[config.mk]
export PLATFORM = sky130hd
export DESIGN_NAME = imageproc_cmd_engine
export DESIGN_NICKNAME = d
export VERILOG_FILES = /design/src/rtl/imageproc_cmd_engine.sv
export SDC_FILE = /design/constraint.sdc
export NUM_CORES = 1
export LEC_CHECK = 0
export CORE_MARGIN = 2
export CORE_UTILIZATION = 43
export CTS_CLUSTER_DIAMETER = 40
export DETAILED_ROUTE_END_ITERATION = 12
export PLACE_DENSITY = 0.71
export SLEW_MARGIN = 25
export SYNTH_ARGS = -nofsm -noshare
export SYNTH_HDL_FRONTEND = slang
export SYNTH_SLANG_ARGS = --single-unit
[constraint.sdc]
create_clock -name clk -period 3.52 [get_ports clk]
set_input_delay 0.352 -clock clk [delete_from_list [all_inputs] [get_ports clk]]
set_output_delay 0.352 -clock clk [all_outputs]
set_load 0.01 [all_outputs]
[src/rtl/imageproc_cmd_engine.sv]
// Command front-end: valid/ack intake into a small FIFO, in-order execution against a
// config register file, busy/refresh/error status. Optional macro: CMDENG_PARITY_EN.
module imageproc_cmd_engine #(
  parameter int CMD_W          = 4,
  parameter int DATA_W         = 8,
  parameter int FIFO_DEPTH     = 4,
  parameter int NUM_REGS       = 16,
  parameter int REFRESH_CYCLES = 8,
  localparam int ADDR_W        = $clog2(NUM_REGS)
) (
  input  logic              clk,
  input  logic              rst,
  input  logic [CMD_W-1:0]  cmd,
  input  logic [DATA_W-1:0] cmd_data,
  input  logic              cmd_valid,
`ifdef CMDENG_PARITY_EN
  input  logic              cmd_parity,
`endif
  output logic              cmd_ack,
  output logic              busy,
  output logic              refresh,
  output logic              error,
  input  logic [ADDR_W-1:0] rd_addr,
  output logic [DATA_W-1:0] rd_data,
  output logic              dbg_state
);

  // Handshake: the source holds cmd/cmd_data with cmd_valid until it sees cmd_ack.
  // A command is taken on an edge where cmd_valid=1, the queue has room and cmd_ack
  // is low; cmd_ack pulses the following cycle, so a held command is taken only once.

  localparam int PTR_W   = (FIFO_DEPTH > 1) ? $clog2(FIFO_DEPTH) : 1;
  localparam int CNT_W   = $clog2(FIFO_DEPTH + 1);
  localparam int RC_W    = (REFRESH_CYCLES > 1) ? $clog2(REFRESH_CYCLES) : 1;
  localparam int ENTRY_W = CMD_W + DATA_W;

  localparam logic [CMD_W-1:0]  OP_NOP     = CMD_W'(0);
  localparam logic [CMD_W-1:0]  OP_SETADDR = CMD_W'(1);
  localparam logic [CMD_W-1:0]  OP_WRITE   = CMD_W'(2);
  localparam logic [CMD_W-1:0]  OP_REFRESH = CMD_W'(3);
  localparam logic [CMD_W-1:0]  OP_CLRERR  = CMD_W'(4);
  localparam logic [DATA_W:0]   NUM_REGS_X = (DATA_W + 1)'(NUM_REGS);
  localparam logic [CNT_W-1:0]  FULL_CNT   = CNT_W'(FIFO_DEPTH);
  localparam logic [ADDR_W-1:0] LAST_ADDR  = ADDR_W'(NUM_REGS - 1);

  typedef enum logic {S_IDLE = 1'b0, S_REFRESH = 1'b1} state_e;

  state_e             state_q, state_d;
  logic [RC_W-1:0]    rcnt_q, rcnt_d;
  logic [ADDR_W-1:0]  ptr_q, ptr_d;
  logic               err_q, err_d;
  logic               ack_q, busy_q, busy_d;
  logic [CNT_W-1:0]   count_q, count_d;
  logic [PTR_W-1:0]   wr_ptr_q, rd_ptr_q;
  logic [ENTRY_W-1:0] fifo_q [FIFO_DEPTH];
  logic [DATA_W-1:0]  regs_q [NUM_REGS];

  logic               accept, par_ok, push, pop, wr_en;
  logic [CMD_W-1:0]   head_cmd;
  logic [DATA_W-1:0]  head_data;

`ifdef CMDENG_PARITY_EN
  assign par_ok = (cmd_parity == ^{cmd, cmd_data});
`else
  assign par_ok = 1'b1;
`endif

  assign accept    = cmd_valid && (count_q != FULL_CNT) && !ack_q;
  assign push      = accept && par_ok;
  assign pop       = (state_q == S_IDLE) && (count_q != '0);
  assign head_cmd  = fifo_q[rd_ptr_q][ENTRY_W-1:DATA_W];
  assign head_data = fifo_q[rd_ptr_q][DATA_W-1:0];

  always_comb begin
    state_d = state_q;
    rcnt_d  = rcnt_q;
    ptr_d   = ptr_q;
    err_d   = err_q;
    wr_en   = 1'b0;
    unique case (state_q)
      S_IDLE: begin
        if (pop) begin
          case (head_cmd)
            OP_NOP: begin end
            OP_SETADDR: begin
              if ({1'b0, head_data} >= NUM_REGS_X) err_d = 1'b1;
              else                                 ptr_d = head_data[ADDR_W-1:0];
            end
            OP_WRITE: begin
              wr_en = 1'b1;
              ptr_d = (ptr_q == LAST_ADDR) ? '0 : ptr_q + ADDR_W'(1);
            end
            OP_REFRESH: begin
              state_d = S_REFRESH;
              rcnt_d  = RC_W'(REFRESH_CYCLES - 1);
            end
            OP_CLRERR: err_d = 1'b0;
            default:   err_d = 1'b1;
          endcase
        end
      end
      S_REFRESH: begin
        if (rcnt_q == '0) state_d = S_IDLE;
        else              rcnt_d  = rcnt_q - RC_W'(1);
      end
      default: state_d = S_IDLE;
    endcase
    // A dropped (bad parity) command outranks a CLR_ERR executing on the same edge.
    if (accept && !par_ok) err_d = 1'b1;
  end

  always_comb begin
    count_d = count_q;
    case ({push, pop})
      2'b10:   count_d = count_q + CNT_W'(1);
      2'b01:   count_d = count_q - CNT_W'(1);
      default: count_d = count_q;
    endcase
    busy_d = (count_d != '0) || (state_d != S_IDLE);
  end

  always_ff @(posedge clk) begin
    if (rst) begin
      state_q  <= S_IDLE;
      rcnt_q   <= '0;
      ptr_q    <= '0;
      err_q    <= 1'b0;
      ack_q    <= 1'b0;
      busy_q   <= 1'b0;
      count_q  <= '0;
      wr_ptr_q <= '0;
      rd_ptr_q <= '0;
    end else begin
      state_q <= state_d;
      rcnt_q  <= rcnt_d;
      ptr_q   <= ptr_d;
      err_q   <= err_d;
      ack_q   <= accept;
      busy_q  <= busy_d;
      count_q <= count_d;
      if (push) wr_ptr_q <= wr_ptr_q + PTR_W'(1);
      if (pop)  rd_ptr_q <= rd_ptr_q + PTR_W'(1);
    end
  end

  always_ff @(posedge clk) begin
    if (push) fifo_q[wr_ptr_q] <= {cmd, cmd_data};
  end

  always_ff @(posedge clk) begin
    if (rst) begin
      for (int i = 0; i < NUM_REGS; i++) regs_q[i] <= '0;
    end else if (wr_en) begin
      regs_q[ptr_q] <= head_data;
    end
  end

  assign rd_data   = regs_q[rd_addr];
  assign cmd_ack   = ack_q;
  assign busy      = busy_q;
  assign refresh   = (state_q == S_REFRESH);
  assign error     = err_q;
  assign dbg_state = state_q;

endmodule

* Word-level counts from Yosys, hierarchy flattened *
Memories as Yosys holds them, arrays and structs flattened. A register that Yosys moved wholly into a read port is not among the register bits.
Cells that the tools add are included.

cells by class
  muxes and demuxes = 29
  bitwise logic cells = 2
  equality and inequality tests = 13
  reduce and logical (&&, ||, !) cells = 15
  add/sub/neg operators = 6
  magnitude comparators = 1

operators by type and width
  operator               count
  $mux W1                15
  $mux W4                3
  $pmux W3 S2            2
  $mux W3                3
  $eq A4 B2 Y1 const B   2
  $ge A8 B5 Y1 const B   1
  $mux W8                1
  $ne A2 B2 Y1 const B   4
  $pmux W4 S2            1
  $reduce_and A4 Y1      2
  $reduce_or A8 Y1       1
  $reduce_bool A3 Y1     2
  $sub A3 B1 Y3 const B  2
  $add A2 B1 Y2 const B  2
  $add A4 B1 Y4 const B  1
  $eq A4 B1 Y1 const B   1
  $eq A4 B3 Y1 const B   1
  $eq A4 B4 Y1 const B   1
  $logic_not A4 Y1       1
  $mux W2                2
  $add A3 B1 Y3 const B  1
  $logic_and A1 B1 Y1    3
  $logic_not A3 Y1       1
  $ne A3 B3 Y1 const B   1
  11 further kinds       12

word-level totals
  word-level logic and storage cells = 77
  memory bits (writable) = 176
  memories kept = 2
  bits of input ports = 19
  flip-flop bits (word level) = 18
  output and inout bits = 13

memory list
  memory  depth  bits a word  rd ports  clocked after Yosys merged registers in  wr ports  line  RTL
  regs_q  16     8            1         0                                        16        56    logic [DATA_W-1:0] regs_q [NUM_REGS];
  fifo_q  4      12           1         1                                        1         55    logic [ENTRY_W-1:0] fifo_q [FIFO_DEPTH];

* Longest topological paths before layout *
  depth in word-level cells = 9
  mapped depth = 10
  mapped depth without buffers = 10

* Least setup slack after synthesis *
OpenSTA, ideal clock, no wires.

  path kind = register to register
  from = reg (tool-made name)
  to = mem regs_q[10][0], enable pin
  setup slack = 503 ps
  cell stages (with the launch flop) = 8
  arrival = 2,642 ps
  required time = 3,145 ps
  period minus slack after synthesis = 3,017 ps
  cell sequence = dfxtp_1 mux4_2 or4_1 buf_2 or3_1 buf_2 buf_6 o21bai_1

RTL lines
  item           line
  end, declared  56

==> flow_metrics.tcl <==
set metrics [dict create \
    fmax_mhz 320 \
    worstPathArrival_ns 3.19 \
    avgSynthCellArea_sq_um 15.2 \
    numCtsBuffers 17 \
    dieHeight_um 144 \
    drv_cap 0 \
    finalCritPeriodShare_pct 88.8 \
    regToRegSetupSlack_ns 0.39 \
    yosysWarningCount 0 \
    synth_edf_count 176 \
    syn_area_sq_mm 0.00842 \
    power_frac_comb_pct 16.6 \
    dp_hpwl_mm 11.9 \
    cts_sinks 196 \
    ios 32 \
    drt-total-wl_mm 17.7 \
    grt_antenna_before_repair 0 \
    setup_viol 0 \
    share_seq_of_total_power_pct 48.9 \
    vias_per_cell 5.48 \
    grt_max_degree 39 \
    cts_max_level 4 \
    portBuffers 31 \
    firstDrtPassIters 5 \
    routedWlPerCell_um 20.4 \
    cts_resized 0 \
    ys_seq_elements 196 \
    clkTransAtPathRegs_ns 0.07 \
    critPathLaunchType "flip-flop" \
    worst_pin_slew_ns 0.825 \
    first_global_vias 4701 \
    ir_worst_vdd_v 0.000354 \
    power.density_mw_per_mm2 586 \
    cts_tree "done" \
    final_cell_mix "edfxtp_1 (176), nor2_1 (145), mux4_2 (52), clkdlybuf4s50_1 (30), nand2_1 (22)" \
    syn_to_final_growth_pct 14.8 \
    slew_viol_final 0 \
    end_kind "flip-flop" \
    synth_top_flop_cell "edfxtp_1" \
    die_w_um 144 \
    syn_nets 584 \
    max_slew_margin_pct 44.8 \
    drt_first_iter_violations 499 \
    core-area_sq_mm 0.0193 \
    fp-row-count 51 \
    clk_latency_ns 0.43 \
    postCtsSetupBuffers 0 \
    grt_usage_pct 18.0 \
    nNetsFinal 622 \
    die-area_sq_mm 0.0207 \
    drc 0 \
    cts_buffer_depth 2 \
    outcome "finished, final reports clean" \
    synth_cells 553 \
    layout_commonest_cell "edfxtp_1" \
    vias 4764 \
    power.share.clock_pct 34.5 \
    p_int_w 0.00418 \
    rsz0062_at_grt "false" \
    diodes 0 \
    initial_core_util_pct 43.6 \
    grt-ovfl-total 0 \
    ant_nets 0 \
    root_buffer "clkbuf_16" \
    power_w 0.00567 \
    p_switching_w 0.00149 \
    grt_pass1_wl_mm 27.0 \
    finalSetupTns_ns 0 \
    swShare_pct 26.2 \
    crit_fanout 11 \
    fill_cells 1587 \
    seq_area_frac_synth_pct 67.5 \
    clock_skew_ns 0.0109 \
    synthArstFlopShare_pct 0 \
    period_needed_ns 3.13 \
    hold_viol 0 \
    crit_type "flip-flop to flip-flop" \
    cp.required_ns 3.59 \
    postCtsHoldBufs 0 \
    gp_congestion 0.843 \
    min_path_type "flip-flop to flip-flop" \
    yosysUniqueCellTypes 40 \
    p_leak_nw 3.13 \
    layout-drive-gt1-share_pct 17.9 \
]
[kinds of logic (layout without fill, tap and decap cells)]
logic type               after synthesis  in the layout  share of synthesized area [%]
multiplexers                          55             55                           14.3
XOR/XNOR                               6              6                          0.624
flip-flops                           196            196                           67.5
buffers and inverters                 45             96                           2.30
AND/OR/NAND/NOR                      199            199                           10.2
AO/OA/AOI/OAI                         40             40                           3.24
adder cells (fa/ha/maj)               12             12                           1.87
[layout make-up]
class,instances,area [sq um],area share [%]
multi-input cells,312,2540,26.3
clock buffers,17,425,4.40
inverters,13,48.8,0.504
flip-flops and latches,196,5690,58.8
clock inverters,15,170,1.76
well taps,265,332,3.43
repair buffers,51,468,4.84
[power by group through the flow]
stage | Combinational (W) | Clock (W) | Sequential, W
global placement | 0.000906 | 0 | 0.00281
finish | 0.000940 | 0.00196 | 0.00277
detailed placement | 0.000943 | 0 | 0.00283
global route | 0.00103 | 0.00206 | 0.00279
CTS | 0.000946 | 0.00198 | 0.00278
floorplan | 0.000662 | 0 | 0.00280
[path summary, 6_finish.rpt]
path              startpoint       endpoint  cells past startpoint
hold reg to reg    rcnt_q[0]      rcnt_q[0]                      1
setup reg to reg   flip-flop  regs_q[11][3]                      4
setup / recovery   flip-flop  regs_q[11][3]                      4
hold / removal     rcnt_q[0]      rcnt_q[0]                      1
[registers in the layout, indices dropped and copies added, names as in the netlist, named ones only]
register,count
regs_q,128
fifo_q,48
ptr_q,4
count_q,3
rcnt_q,3
rd_ptr_q,2
wr_ptr_q,2
busy,1
cmd_ack,1
dbg_state,1
error,1
[synthesized netlist by cell type (4+ instances only)]
master | n | area, sq um
and2_1 | 4 | 25.0
nor2b_1 | 6 | 37.5
edfxtp_1 | 176 | 5290
or4_1 | 5 | 37.5
nand2_1 | 22 | 82.6
nor2_1 | 145 | 544
a21oi_1 | 7 | 35.0
dfxtp_1 | 20 | 400
inv_1 | 13 | 48.8
nand3_1 | 6 | 30.0
o21bai_1 | 16 | 120
o21ai_0 | 5 | 25.0
ha_1 | 11 | 138
buf_2 | 11 | 55.1
buf_1 | 8 | 30.0
mux4_2 | 52 | 1170
clkbuf_1 | 11 | 41.3
[per-stage QoR]
stage	cell area, sq um	hold WS [ns]	worst slack (ns)	util [%]	instances
after floorplan	8420	0.437	0.503	-	553
after global placement	9080	0.449	0.489	47.0	837
after detailed placement	9080	0.453	0.366	47.0	837
after CTS	9670	0.466	0.355	50.0	869
after global routing	9670	0.527	0.245	50.0	869
final	9670	0.468	0.394	50.0	869
[critical path, stage by stage (launching register included)]
cell and delay [ns]:
dfxtp_1 0.40, mux4_2 0.59, or4_1 0.51, or3_1 0.59, o21bai_1 0.67
[layer usage]
metal	track usage (%)	wire length, um	up-vias
met3	4.30	1400	18
li1	-	-	2141
met2	29.4	8800	220
met5	0	0	-
met4	5.11	278	0
met1	24.4	7240	2385
(Power assumes the default switching activity.)
